File: src/rtl/csa_resolve9.sv
// csa_resolve9 -- resolves a 9-bit carry-save pair (Sum, Carry) into a
// non-redundant value with a small sequential ripple adder that handles
// one 3-bit slice per clock.
//
// Ports
//   clk    : rising-edge clock for all state
//   reset  : synchronous, active-high reset
//   start  : request to resolve the presented operand pair (ignored while busy)
//   Sum    : 9-bit sum vector of the carry-save residual
//   Carry  : 9-bit carry vector, already weight-aligned (Carry[0] normally 0)
//   Result : (Sum + Carry) mod 2^9, updated only when a resolution completes
//   cout   : carry out of bit 8 for the last completed resolution
//   sign   : Result[8]
//   zero   : high when the last completed Result is 9'h000
//   busy   : high while slices are being added
//   done   : one-cycle pulse when Result/cout/sign/zero are fresh
module csa_resolve9 (
  input  logic       clk,
  input  logic       reset,
  input  logic       start,
  input  logic [8:0] Sum,
  input  logic [8:0] Carry,
  output logic [8:0] Result,
  output logic       cout,
  output logic       sign,
  output logic       zero,
  output logic       busy,
  output logic       done
);

  localparam logic [1:0] IDLE = 2'd0;
  localparam logic [1:0] ADD  = 2'd1;
  localparam logic [1:0] DONE = 2'd2;

  logic [1:0] state;
  logic [1:0] cnt;
  logic       cy;
  logic [8:0] sum_r;
  logic [8:0] carry_r;
  logic [8:0] acc;

  logic [2:0] a_sl;
  logic [2:0] b_sl;
  logic [3:0] sl;
  logic [8:0] acc_next;
  logic       accept;

  // New operands are taken only when no resolution is in flight.
  assign accept = start && ((state == IDLE) || (state == DONE));

  assign busy = (state == ADD);
  assign done = (state == DONE);
  assign sign = Result[8];

  // Slice adder: picks the slice addressed by cnt and merges its 3-bit sum
  // into a copy of the accumulator.
  always_comb begin
    // NOTE: every combinational output gets a default first so no path
    // leaves it unassigned, which would otherwise infer a latch.
    a_sl     = sum_r[2:0];
    b_sl     = carry_r[2:0];
    acc_next = acc;
    case (cnt)
      2'd1: begin
        a_sl = sum_r[5:3];
        b_sl = carry_r[5:3];
      end
      2'd2: begin
        a_sl = sum_r[8:6];
        b_sl = carry_r[8:6];
      end
      default: ;
    endcase
    sl = {1'b0, a_sl} + {1'b0, b_sl} + {3'b000, cy};
    case (cnt)
      2'd1:    acc_next[5:3] = sl[2:0];
      2'd2:    acc_next[8:6] = sl[2:0];
      default: acc_next[2:0] = sl[2:0];
    endcase
  end

  // Operand capture. These are pure datapath holding registers: they are
  // always written before use, so they carry no reset.
  always_ff @(posedge clk) begin
    // NOTE: clocked state uses non-blocking assignment so every register
    // samples pre-edge values regardless of statement order.
    if (accept) begin
      sum_r   <= Sum;
      carry_r <= Carry;
    end
  end

  // Control FSM plus accumulator and visible result registers.
  always_ff @(posedge clk) begin
    if (reset) begin
      state  <= IDLE;
      cnt    <= 2'd0;
      cy     <= 1'b0;
      acc    <= 9'h000;
      Result <= 9'h000;
      cout   <= 1'b0;
      zero   <= 1'b0;
    end else begin
      case (state)
        IDLE, DONE: begin
          if (accept) begin
            state <= ADD;
            cnt   <= 2'd0;
            cy    <= 1'b0;
          end else begin
            state <= IDLE;
          end
        end
        ADD: begin
          acc <= acc_next;
          cy  <= sl[3];
          cnt <= cnt + 2'd1;
          if (cnt == 2'd2) begin
            // Last slice: publish the completed value. The final carry goes
            // only to cout; it never wraps back into bit 0.
            Result <= acc_next;
            cout   <= sl[3];
            zero   <= (acc_next == 9'h000);
            cnt    <= 2'd0;
            state  <= DONE;
          end
        end
        default: state <= IDLE;
      endcase
    end
  end

endmodule

File: config.mk
export PLATFORM = sky130hd
export DESIGN_NAME = csa_resolve9
export DESIGN_NICKNAME = d
export VERILOG_FILES = /design/src/rtl/csa_resolve9.sv
export SDC_FILE = /design/constraint.sdc
export NUM_CORES = 1
export LEC_CHECK = 0
export CAP_MARGIN = 20
export CELL_PAD_IN_SITES_DETAIL_PLACEMENT = 0
export CELL_PAD_IN_SITES_GLOBAL_PLACEMENT = 1
export CORE_MARGIN = 8
export CORE_UTILIZATION = 43
export CTS_CLUSTER_SIZE = 25
export DETAILED_ROUTE_END_ITERATION = 10
export GPL_ROUTABILITY_DRIVEN = 0
export PLACE_DENSITY = 0.81
export SLEW_MARGIN = 20
export SYNTH_ARGS = -nofsm -noshare
export SYNTH_HDL_FRONTEND = slang
export SYNTH_SLANG_ARGS = --single-unit
File: constraint.sdc
create_clock -name clk -period 5.5 [get_ports clk]
set_input_delay 1.1 -clock clk [delete_from_list [all_inputs] [get_ports clk]]
set_output_delay 1.1 -clock clk [all_outputs]
set_load 0.05 [all_outputs]
Yosys cells after proc, flatten, opt, wreduce, memory -nomap -nowiden

Index checks and enable logic that the tools add are counted.
W data, S select, Z words.

Register bits after elaboration: 43
Word-level logic and storage cells: 40
Bits of input ports: 21

Eq/ne operators: 6
Add/subtract/negate cells: 3
Multiplexer cells: 13
Reduce and logical (&&, ||, !) cells: 9

Operator list:

| cell                  | count |
|---|---|
| $pmux W3 S2           | 2 |
| $logic_not A9 Y1      | 1 |
| $mux W3               | 3 |
| $pmux W2 S2           | 2 |
| $mux W2               | 3 |
| $add A3 B3 Y4         | 1 |
| $add A4 B1 Y4         | 1 |
| $eq A2 B1 Y1 const B  | 2 |
| $eq A2 B2 Y1 const B  | 2 |
| $reduce_and A2 Y1     | 2 |
| $reduce_or A2 Y1      | 2 |
| $add A2 B1 Y2 const B | 1 |
| $logic_not A2 Y1      | 1 |
| $mux W1               | 2 |
| $ne A2 B1 Y1 const B  | 1 |
| $ne A2 B2 Y1 const B  | 1 |
| $pmux W1 S2           | 1 |
| $reduce_bool A2 Y1    | 1 |
| $logic_and A1 B1 Y1   | 1 |
| $logic_or A1 B1 Y1    | 1 |

Depth between registers and ports, before layout

Gate-level depths: netlist (run 1).

Depth in word-level cells: 6
Depth in mapped cells: 11

Least setup slack after synthesis (run 1)

Ideal clock, no wire load.

Kind: register to register
Start point: register cnt[0]
End point: register zero
Arrival: 2,700 ps
Stages on the path, launching flop included: 12
Data required time: 5,416 ps
Clock period less this slack: 2,784 ps
Slack: 2,716 ps
Buffers on the path: 2
Path through: dfxtp_1 -> inv_1 -> ha_1 -> buf_2 -> buf_2 -> nor2_1 -> a21oi_1 -> fa_1 -> fa_1 -> xnor2_1 -> o2111ai_1 -> o31ai_2

Longest elaborated chain between the ends: 6

Ends and longest elaborated chain:

| element                                             | line        | text |
|---|---|---|
| start: declaration                                  | 36          | `logic [1:0] cnt;` |
| start signal: assignment                            | 117         | `cnt <= cnt + 2'd1;` |
| $eq A2 B2 Y1 / $eq A2 B1 Y1 (equally long branches) | 63, 75, 118 |  |
| $pmux W3 S2                                         | 63          | `case (cnt)` |
| $add A3 B3 Y4                                       | 74          | `sl = {1'b0, a_sl} + {1'b0, b_sl} + {3'b000, cy};` |
| $add A4 B1 Y4                                       | 74          |  |
| $mux W3                                             | 75          | `case (cnt)` |
| $logic_not A9 Y1                                    | 123         | `zero <= (acc_next == 9'h000);` |
| end signal: assignment                              | 123         |  |
| end: declaration                                    | 26          | `output logic zero,` |

Parallel ways exist; a longest one is shown, timed or not.
A chain may end at the register's enable or synchronous reset.

Worst setup path after layout (run 1)

Start point: register cnt[1]
End point: register zero

Same word-level chain as after synthesis.

==> results of run 1 <==
layout by cell type, fill, tap and decap left out, types with 2 or more instances in the layout:
cell type and n:
a21oi_1 17, dfxtp_1 23, o21a_1 2, edfxtp_1 18
nand2b_1 2, nor3_1 3, nor2_2 2, nand3b_1 2
inv_1 4, a22oi_1 6, a211oi_1 2, a211oi_2 4
clkdlybuf4s50_1 34, nor2_1 17, a21o_1 2, mux2i_1 5
nand3_1 2, nand2_1 9, fa_1 2, clkbuf_8 5
o21ai_0 3, ha_1 5
power by group:
group          leakage [uW]  internal (uW)  switching (uW)
Sequential         0.000359            334            7.68
Combinational      0.000372           49.1            75.7
Clock             0.0000528            134            97.4
Total              0.000784            517             181
flip-flops by register name (all words and copies together) (netlist names):
| signal | count |
|---|---|
| state | 2 |
| cnt | 2 |
| carry_r | 9 |
| sum_r | 9 |
| cout | 1 |
| cy | 1 |
| acc | 7 |
| zero | 1 |
| Result | 9 |
logic make-up after synthesis:
logic type	synth area share, %
flip-flops	56.0
AO/OA/AOI/OAI	17.0
multiplexers	2.80
adder cells (fa/ha/maj)	5.74
buffers and inverters	5.39
AND/OR/NAND/NOR	12.6
XOR/XNOR	0.490
critical path, cell delays in order, from the launching register on:
cell	delay, ns
dfxtp_1	0.37
inv_1	0.08
ha_1	0.72
a21oi_1	0.18
fa_1	0.46
fa_1	0.39
xnor2_1	0.53
o2111ai_1	0.23
o31ai_2	0.20
metal layers:
metal / share of wire (%) / up-vias
li1: - / 626
met5: 0 / -
met1: 44 / 583
met4: 1.8 / 0
met3: 5.4 / 6
met2: 49 / 33
path summary, 6_finish.rpt:
path                to  slack [ns]  depth (start not counted)
max reg2reg       zero        2.26                          8
max               zero        2.26                          8
min          Result[5]        0.46                          2
min reg2reg  Result[5]        0.46                          2
synth_stat cells, types with 3 or more instances:
library cell	instances
mux2i_1	5
a211oi_2	4
o21ai_0	3
a22oi_1	6
nor3_1	3
ha_1	5
dfxtp_1	23
buf_2	4
edfxtp_1	18
inv_1	4
nor2_1	17
a21oi_1	17
nand2_1	9
cell type report:
class / count / area, um^2 / share of cell area, %
well taps: 50 / 62.6 / 2.82
clock buffers: 6 / 72.6 / 3.27
clock inverters: 2 / 33.8 / 1.52
inverters: 5 / 18.8 / 0.846
multi-input cells: 100 / 691 / 31.1
flip-flops and latches: 41 / 1000 / 45.1
repair buffers: 34 / 340 / 15.3
metrics by stage:
stage	instance area [um^2]	setup slack [ns]	hold slack [ns]	cells
CTS	2220	2.29	0.458	238
global placement	2110	2.46	0.440	230
global route	2220	2.08	0.480	238
detailed placement	2110	2.30	0.450	230
floorplan	1790	2.72	0.442	156
finish	2220	2.26	0.456	238
==> impl_metrics.env, run 1 <==
export IMPL_outcome="completed"
export IMPL_skew_ns=0.00272
export IMPL_fillCellCount=334
export IMPL_ys_types=41
export IMPL_die_area_um2=6480
export IMPL_syn_inst=156
export IMPL_grt_max_degree=25
export IMPL_async_flop_share_pct=0
export IMPL_min_path_type="reg -> reg"
export IMPL_track_usage_pct=12.3
export IMPL_drv_slew=0
export IMPL_yosysWarnings=0
export IMPL_die_h_um=80.5
export IMPL_seq_area_frac_synth_pct=56.0
export IMPL_viasPerCell=5.24
export IMPL_globalRouteMet3Util_pct=4.80
export IMPL_busiest_layer="met2"
export IMPL_reg2reg_from="cnt[1]"
export IMPL_numCtsBuffers=5
export IMPL_grt_pass1_wl_um=6040
export IMPL_max_slew_worst_pin_slew_ns=0.980
export IMPL_synthFlopType="dfxtp_1"
export IMPL_critPathRequiredTime_ns=5.71
export IMPL_grt_pass1_vias=1243
export IMPL_wl_per_cell_um=15.3
export IMPL_ir_drop_v=0.000171
export IMPL_ant_nets=0
export IMPL_drt_total_wl_um=3630
export IMPL_crit_fanout=22
export IMPL_tritoncts="yes"
export IMPL_cts_post_setup_buffers_inserted=0
export IMPL_drt_pass1_iterations=4
export IMPL_io_pins=35
export IMPL_hold_start="Result[5]"
export IMPL_nets=215
export IMPL_syn_cell_area_um2=1790
export IMPL_ys_ff_latch=41
export IMPL_htree_num_levels=2
export IMPL_post_route_util_pct=55.5
export IMPL_crit_type="reg -> reg"
export IMPL_drc=0
export IMPL_fin_total_pwr_uw=698
export IMPL_yosysTopAreaCell="edfxtp_1"
export IMPL_synthTopCellsByArea="edfxtp_1 30%, dfxtp_1 26%, a21oi_1 4.8%, nor2_1 3.6%, ha_1 3.5%"
export IMPL_num_antenna_cells=0
export IMPL_grt_overflow=0
export IMPL_cts_root_buf="clkbuf_8"
export IMPL_via_count=1248
export IMPL_coreArea_um2=4000
export IMPL_io_buffers=34
export IMPL_power_leakage_uw=0.000784
export IMPL_crit_arrival_ns=3.45
export IMPL_rows=23
export IMPL_cts_hold_buf=0
export IMPL_dpl_hpwl_um=2580
export IMPL_clockBufferDepth=2
export IMPL_clk_pin_slew_ns=0.07
export IMPL_pwr_density_cell_nw_per_um2=315
export IMPL_period_needed_ns=3.24
export IMPL_yosysTopAreaCellShare_pct=30.2
export IMPL_cts_num_sinks=41
export IMPL_use_met1_pct=13.5
export IMPL_synth_avg_cell_area_um2=11.5
export IMPL_setup_tns_ns=0
export IMPL_clk_latency_ns=0.29
export IMPL_layout_drive_gt1_share_pct=8.51
export IMPL_cp_startpoint="cnt[1]"
export IMPL_globalRouteMet2Util_pct=20.2
export IMPL_slew_headroom_pct=34.5
export IMPL_synth_fp_nets=184
export IMPL_antenna_found_initial=0
export IMPL_synth_edf_count=18
export IMPL_cp_start_kind="flip-flop"
export IMPL_die_w_um=80.5
export IMPL_max_freq_mhz=309
export IMPL_cap_violations=0
export IMPL_first_iter_violations=104
export IMPL_fin_crit_sh_pct=58.9
export IMPL_cp_end_kind="flip-flop"
export IMPL_area_growth_pct=24.1
export IMPL_setup_viol=0
export IMPL_start_util_pct=44.7
export IMPL_cts_resized=0
export IMPL_hold_viol=0
export IMPL_rsz0062_at_grt="no"
No activity file was read; power rests on OpenSTA's default activity.
==> inputs of run 2 (changes only) <==
--- a/config.mk
+++ b/config.mk
@@ -9,11 +9,11 @@
 export CELL_PAD_IN_SITES_DETAIL_PLACEMENT = 0
 export CELL_PAD_IN_SITES_GLOBAL_PLACEMENT = 1
 export CORE_MARGIN = 8
-export CORE_UTILIZATION = 43
+export CORE_UTILIZATION = 36
 export CTS_CLUSTER_SIZE = 25
 export DETAILED_ROUTE_END_ITERATION = 10
 export GPL_ROUTABILITY_DRIVEN = 0
-export PLACE_DENSITY = 0.81
+export PLACE_DENSITY = 0.73
 export SLEW_MARGIN = 20
 export SYNTH_ARGS = -nofsm -noshare
 export SYNTH_HDL_FRONTEND = slang
==> constraint.sdc (replaced) <==
create_clock -name clk -period 2.78 [get_ports clk]
set_input_delay 0.556 -clock clk [delete_from_list [all_inputs] [get_ports clk]]
set_output_delay 0.556 -clock clk [all_outputs]
set_load 0.05 [all_outputs]
==> run 2 against run 1 <==
  * Cell count is 9.7% higher
  * Highest routed layer unchanged
  * Via count decreased by 0.32%
  * First-iteration DRC count shrank 27%
  * Fmax is 22% higher
==> impl_metrics.env, run 2 (synthesized netlist as in run 1, its figures left out) <==
export IMPL_max_slew_worst_pin_slew_ns=0.674
export IMPL_skew_ns=0.00849
export IMPL_nets=221
export IMPL_grt_pass1_vias=1298
export IMPL_cpLargestDelayFamily="adder cells"
export IMPL_drt_pass1_iterations=4
export IMPL_start_util_pct=37.6
export IMPL_drt_total_wl_um=3660
export IMPL_globalRouteMet3Util_pct=3.78
export IMPL_reg2reg_depth=9
export IMPL_cts_root_buf="clkbuf_8"
export IMPL_r2r_slack_ns=0.14
export IMPL_grt_overflow=0
export IMPL_slew_headroom_pct=55.0
export IMPL_dpl_hpwl_um=2700
export IMPL_r2r_end="zero"
export IMPL_fin_crit_sh_pct=95.1
export IMPL_critPathRequiredTime_ns=3.00
export IMPL_io_pins=35
export IMPL_pwr_density_cell_nw_per_um2=585
export IMPL_max_stage_delay_ns=0.53
export IMPL_worst_slack_ns=0.137
export IMPL_hold_viol=0
export IMPL_path_buf_inv=1
export IMPL_clockBufferDepth=2
export IMPL_cp_end_kind="flip-flop"
export IMPL_outcome="completed"
export IMPL_htree_num_levels=2
export IMPL_instances_no_fill=261
export IMPL_crit_arrival_ns=2.86
export IMPL_crit_fanout=5
export IMPL_first_iter_violations=76
export IMPL_place_inst=252
export IMPL_io_buffers=34
export IMPL_setup_viol=0
export IMPL_drc=0
export IMPL_drv_slew=0
export IMPL_place_ws_ns=0.0883
export IMPL_layout_drive_gt1_share_pct=14.4
export IMPL_final_common_cell="clkdlybuf4s50_1"
export IMPL_power_leakage_uw=0.000809
export IMPL_clk_latency_ns=0.30
export IMPL_die_w_um=86.5
export IMPL_numCtsBuffers=5
export IMPL_cap_violations=0
export IMPL_use_met1_pct=11.3
export IMPL_rows=25
export IMPL_cp_startpoint="cnt[1]"
export IMPL_die_h_um=86.5
export IMPL_via_count=1244
export IMPL_busiest_layer="met2"
export IMPL_critPathCapture="zero"
export IMPL_viasPerCell=4.77
export IMPL_globalRouteMet2Util_pct=16.9
export IMPL_coreArea_um2=4750
export IMPL_critPathSlowestCell="fa_2"
export IMPL_min_path_type="reg -> reg"
export IMPL_area_growth_pct=28.7
export IMPL_track_usage_pct=10.3
export IMPL_ir_drop_v=0.000285
export IMPL_regArea_um2=1000
export IMPL_tritoncts="yes"
export IMPL_clk_pin_slew_ns=0.08
export IMPL_reg_top3="Result x9, carry_r x9, sum_r x9"
export IMPL_num_antenna_cells=0
export IMPL_path_cells="inv_1, ha_1, a22oi_1, a21oi_1, fa_1, fa_2, nor3_1, o2111ai_1, o31ai_2"
export IMPL_period_needed_ns=2.64
export IMPL_wl_per_cell_um=14.0
export IMPL_cts_hold_buf=0
export IMPL_cp_start_kind="flip-flop"
export IMPL_fillCellCount=453
export IMPL_grt_pass1_wl_um=5950
export IMPL_cp_depth=9
export IMPL_die_area_um2=7480
export IMPL_reg2reg_from="cnt[1]"
export IMPL_max_freq_mhz=378
export IMPL_grt_max_degree=19
export IMPL_antenna_found_initial=0
export IMPL_ant_nets=0
export IMPL_multi_input_area_um2=724
export IMPL_layout_common_cells="34 x clkdlybuf4s50_1, 22 x dfxtp_1, 18 x edfxtp_1, 17 x nor2_1, 17 x a21oi_1"
export IMPL_crit_type="reg -> reg"
export IMPL_cts_num_sinks=41
run 2: cell count changes in the layout (fill, tap and decap cells not counted), sizes merged:
cell | previous run | this run
buf | 0 | 6
bufinv | 1 | 0
clkbuf | 6 | 5
clkinvlp | 0 | 2
run 2: tightest hold or removal path, cell delays in order, from the launching register on:
cell,delay (ns)
dfxtp_1,0.31
nand2_1,0.05
a21oi_1,0.05
run 2: per-layer routing:
| layer | part of all wire, % | vias up |
|---|---|---|
| met4 | 1.4 | 0 |
| met5 | 0 | - |
| li1 | - | 638 |
| met3 | 5.1 | 5 |
| met2 | 48 | 27 |
| met1 | 45 | 574 |
run 2: what timing repair did:
item,4_1_cts,5_1_grt
endpoints found under the setup margin,0,1
setup buffers,0,1
gates resized for setup,0,4
run 2: where the power goes:
group          leakage (uW)  switching, uW  internal [uW]
Clock             0.0000401            212            173
Combinational      0.000410            156            130
Sequential         0.000359           14.9            662
Total              0.000809            382            964
run 2: final cells by class:
type	instances	area share, %
Inverter	5	0.816
Timing Repair Buffer	40	16.7
Multi-Input combinational cell	100	31.5
Clock buffer	5	2.99
Sequential cell	41	43.6
Clock inverter	3	0.761
Tap cell	67	3.64
run 2: worst min path at each step:
stage	cells after the start	start	endpoint	slack, ns
6_report	2	Result[5]	Result[5]	0.45
5_1_grt	2	Result[7]	Result[7]	0.48
4_1_cts	2	Result[5]	Result[5]	0.46
3_5_place_dp	2	Result[5]	Result[5]	0.45
3_3_place_gp	2	Result[5]	Result[5]	0.44
2_1_floorplan	1	acc[8]	acc[8]	0.44
run 2: stage by stage:
stage	instance area, um^2	TNS, ns	hold WS, ns	total power [uW]	util, %
floorplan	1800	0	0.442	865	-
CTS	2270	0	0.456	1320	47.7
global route	2300	-0.000490	0.484	1410	48.4
global placement	2180	0	0.441	943	45.8
finish	2300	0	0.451	1350	48.4
detailed placement	2180	0	0.445	948	45.8
==> inputs of run 3 (changes only) <==
--- a/config.mk
+++ b/config.mk
@@ -9,11 +9,11 @@
 export CELL_PAD_IN_SITES_DETAIL_PLACEMENT = 0
 export CELL_PAD_IN_SITES_GLOBAL_PLACEMENT = 1
 export CORE_MARGIN = 8
-export CORE_UTILIZATION = 36
+export CORE_UTILIZATION = 40
 export CTS_CLUSTER_SIZE = 25
 export DETAILED_ROUTE_END_ITERATION = 10
 export GPL_ROUTABILITY_DRIVEN = 0
-export PLACE_DENSITY = 0.73
+export PLACE_DENSITY = 0.76
 export SLEW_MARGIN = 20
 export SYNTH_ARGS = -nofsm -noshare
 export SYNTH_HDL_FRONTEND = slang
==> constraint.sdc (replaced) <==
create_clock -name clk -period 2.84 [get_ports clk]
set_input_delay 0.568 -clock clk [delete_from_list [all_inputs] [get_ports clk]]
set_output_delay 0.568 -clock clk [all_outputs]
set_load 0.05 [all_outputs]
==> run 3 against run 2 <==
  * Cell count decreased by 5.7%
  * Clock-buffer cell count increased by 3
  * Critical endpoint unchanged
  * Largest cell class unchanged
  * Non-clock buffer count unchanged
  * Setup slack improved by 0.087 ns
  * Critical path depth unchanged
==> impl_metrics.env, run 3 (synthesized netlist as in run 1, its figures left out) <==
export IMPL_hold_viol=0
export IMPL_first_iter_violations=73
export IMPL_grt_pass1_wl_um=6250
export IMPL_num_antenna_cells=0
export IMPL_die_h_um=82.9
export IMPL_period_needed_ns=2.62
export IMPL_clockBufferDepth=2
export IMPL_fillCellCount=409
export IMPL_drt_total_wl_um=3690
export IMPL_io_buffers=34
export IMPL_cp_start_kind="flip-flop"
export IMPL_skew_ns=0.0125
export IMPL_htree_num_levels=2
export IMPL_crit_type="reg -> reg"
export IMPL_outcome="completed"
export IMPL_ant_nets=0
export IMPL_drt_pass1_iterations=4
export IMPL_pwr_density_cell_nw_per_um2=576
export IMPL_cts_root_buf="clkbuf_8"
export IMPL_multi_input_area_um2=701
export IMPL_cts_num_sinks=41
export IMPL_drc=0
export IMPL_antenna_found_initial=0
export IMPL_crit_fanout=7
export IMPL_fin_total_pwr_uw=1300
export IMPL_coreArea_um2=4320
export IMPL_io_pins=35
export IMPL_post_dp_cell_area_um2=2160
export IMPL_drv_slew=0
export IMPL_rows=24
export IMPL_nets=221
export IMPL_design_area_um2=2260
export IMPL_hold_start="Result[7]"
export IMPL_crit_arrival_ns=2.82
export IMPL_grt_pass1_vias=1307
export IMPL_cap_violations=0
export IMPL_grt_overflow=0
export IMPL_die_w_um=82.9
export IMPL_rsz0062_at_grt="no"
export IMPL_power_leakage_uw=0.000812
export IMPL_min_path_type="reg -> reg"
export IMPL_layout_drive_gt1_share_pct=12.4
export IMPL_critPathRequiredTime_ns=3.05
export IMPL_cp_startpoint="cnt[0]"
export IMPL_viasPerCell=5.15
export IMPL_cp_end_kind="flip-flop"
export IMPL_grt_max_degree=19
export IMPL_track_usage_pct=10.8
export IMPL_setup_viol=0
export IMPL_reg2reg_from="cnt[0]"
export IMPL_dpl_hpwl_um=2810
export IMPL_instances_no_fill=246
export IMPL_final_common_cell="clkdlybuf4s50_1"
export IMPL_start_util_pct=41.3
export IMPL_clk_pin_slew_ns=0.08
export IMPL_fin_crit_sh_pct=92.1
export IMPL_wl_per_cell_um=15.0
export IMPL_setup_tns_ns=0
export IMPL_max_slew_worst_pin_slew_ns=0.709
export IMPL_numCtsBuffers=5
export IMPL_max_freq_mhz=382
export IMPL_area_growth_pct=26.5
export IMPL_reg_top3="Result x9, carry_r x9, sum_r x9"
export IMPL_slew_headroom_pct=52.7
export IMPL_ir_drop_v=0.000286
export IMPL_regArea_um2=1000
export IMPL_place_inst=238
export IMPL_tritoncts="yes"
export IMPL_layout_common_cells="34 x clkdlybuf4s50_1, 23 x dfxtp_1, 18 x edfxtp_1, 17 x nor2_1, 17 x a21oi_1"
export IMPL_die_area_um2=6860
export IMPL_via_count=1268
export IMPL_clk_latency_ns=0.28
## run 3: cell types whose count changed in the layout (fill, tap and decap cells not counted), sizes merged
cell      previous run  this run
clkinvlp             2         0
clkinv               1         0
clkbuf               5         8
## run 3: layer usage
metal | up-vias | wire length (um) | global-route usage (%)
li1 | 630 | - | -
met2 | 38 | 1950 | 18.2
met4 | 0 | 21 | 3.67
met3 | 4 | 196 | 4.20
met5 | - | 0 | 0
met1 | 596 | 1520 | 12.1
## run 3: report_power, final
group	internal [uW]	switching, uW	total (uW)
logic	110	149	259
registers	648	14.5	662
clock network	198	183	381
## run 3: final timing paths
check / end / slack (ns) / cells after the start
setup reg to reg: zero / 0.22 / 9
hold / removal: Result[7] / 0.46 / 2
setup / recovery: zero / 0.22 / 9
hold reg to reg: Result[7] / 0.46 / 2
## run 3: worst max-delay path, cell delays in order (launching register included)
cell and delay (ns):
dfxtp_1 0.36, inv_1 0.08, ha_1 0.37, nor2_1 0.12, a21oi_1 0.06, fa_1 0.45
fa_2 0.52, nor3_1 0.21, o2111ai_1 0.17, o31ai_2 0.22
## run 3: cell type report
class	count	share of cell area (%)
flip-flops and latches	41	44.3
well taps	52	2.88
multi-input cells	100	31.0
inverters	5	0.830
clock buffers	8	3.98
repair buffers	40	17.0
## run 3: per-stage QoR
stage | hold WS [ns] | util [%] | worst slack [ns]
after floorplan | 0.442 | - | 0.0562
after global placement | 0.442 | 50.0 | 0.221
after detailed placement | 0.448 | 50.0 | 0.0974
after CTS | 0.459 | 52.1 | 0.0859
after global routing | 0.487 | 52.3 | 0.0591
final | 0.456 | 52.3 | 0.224
## run 3: repair_timing
| item | CTS | global route |
|---|---|---|
| setup endpoints to repair | 0 | 3 |
| resized for setup | 0 | 2 |
| buffers inserted | 0 | 0 |
| hold buffers | 0 | 0 |
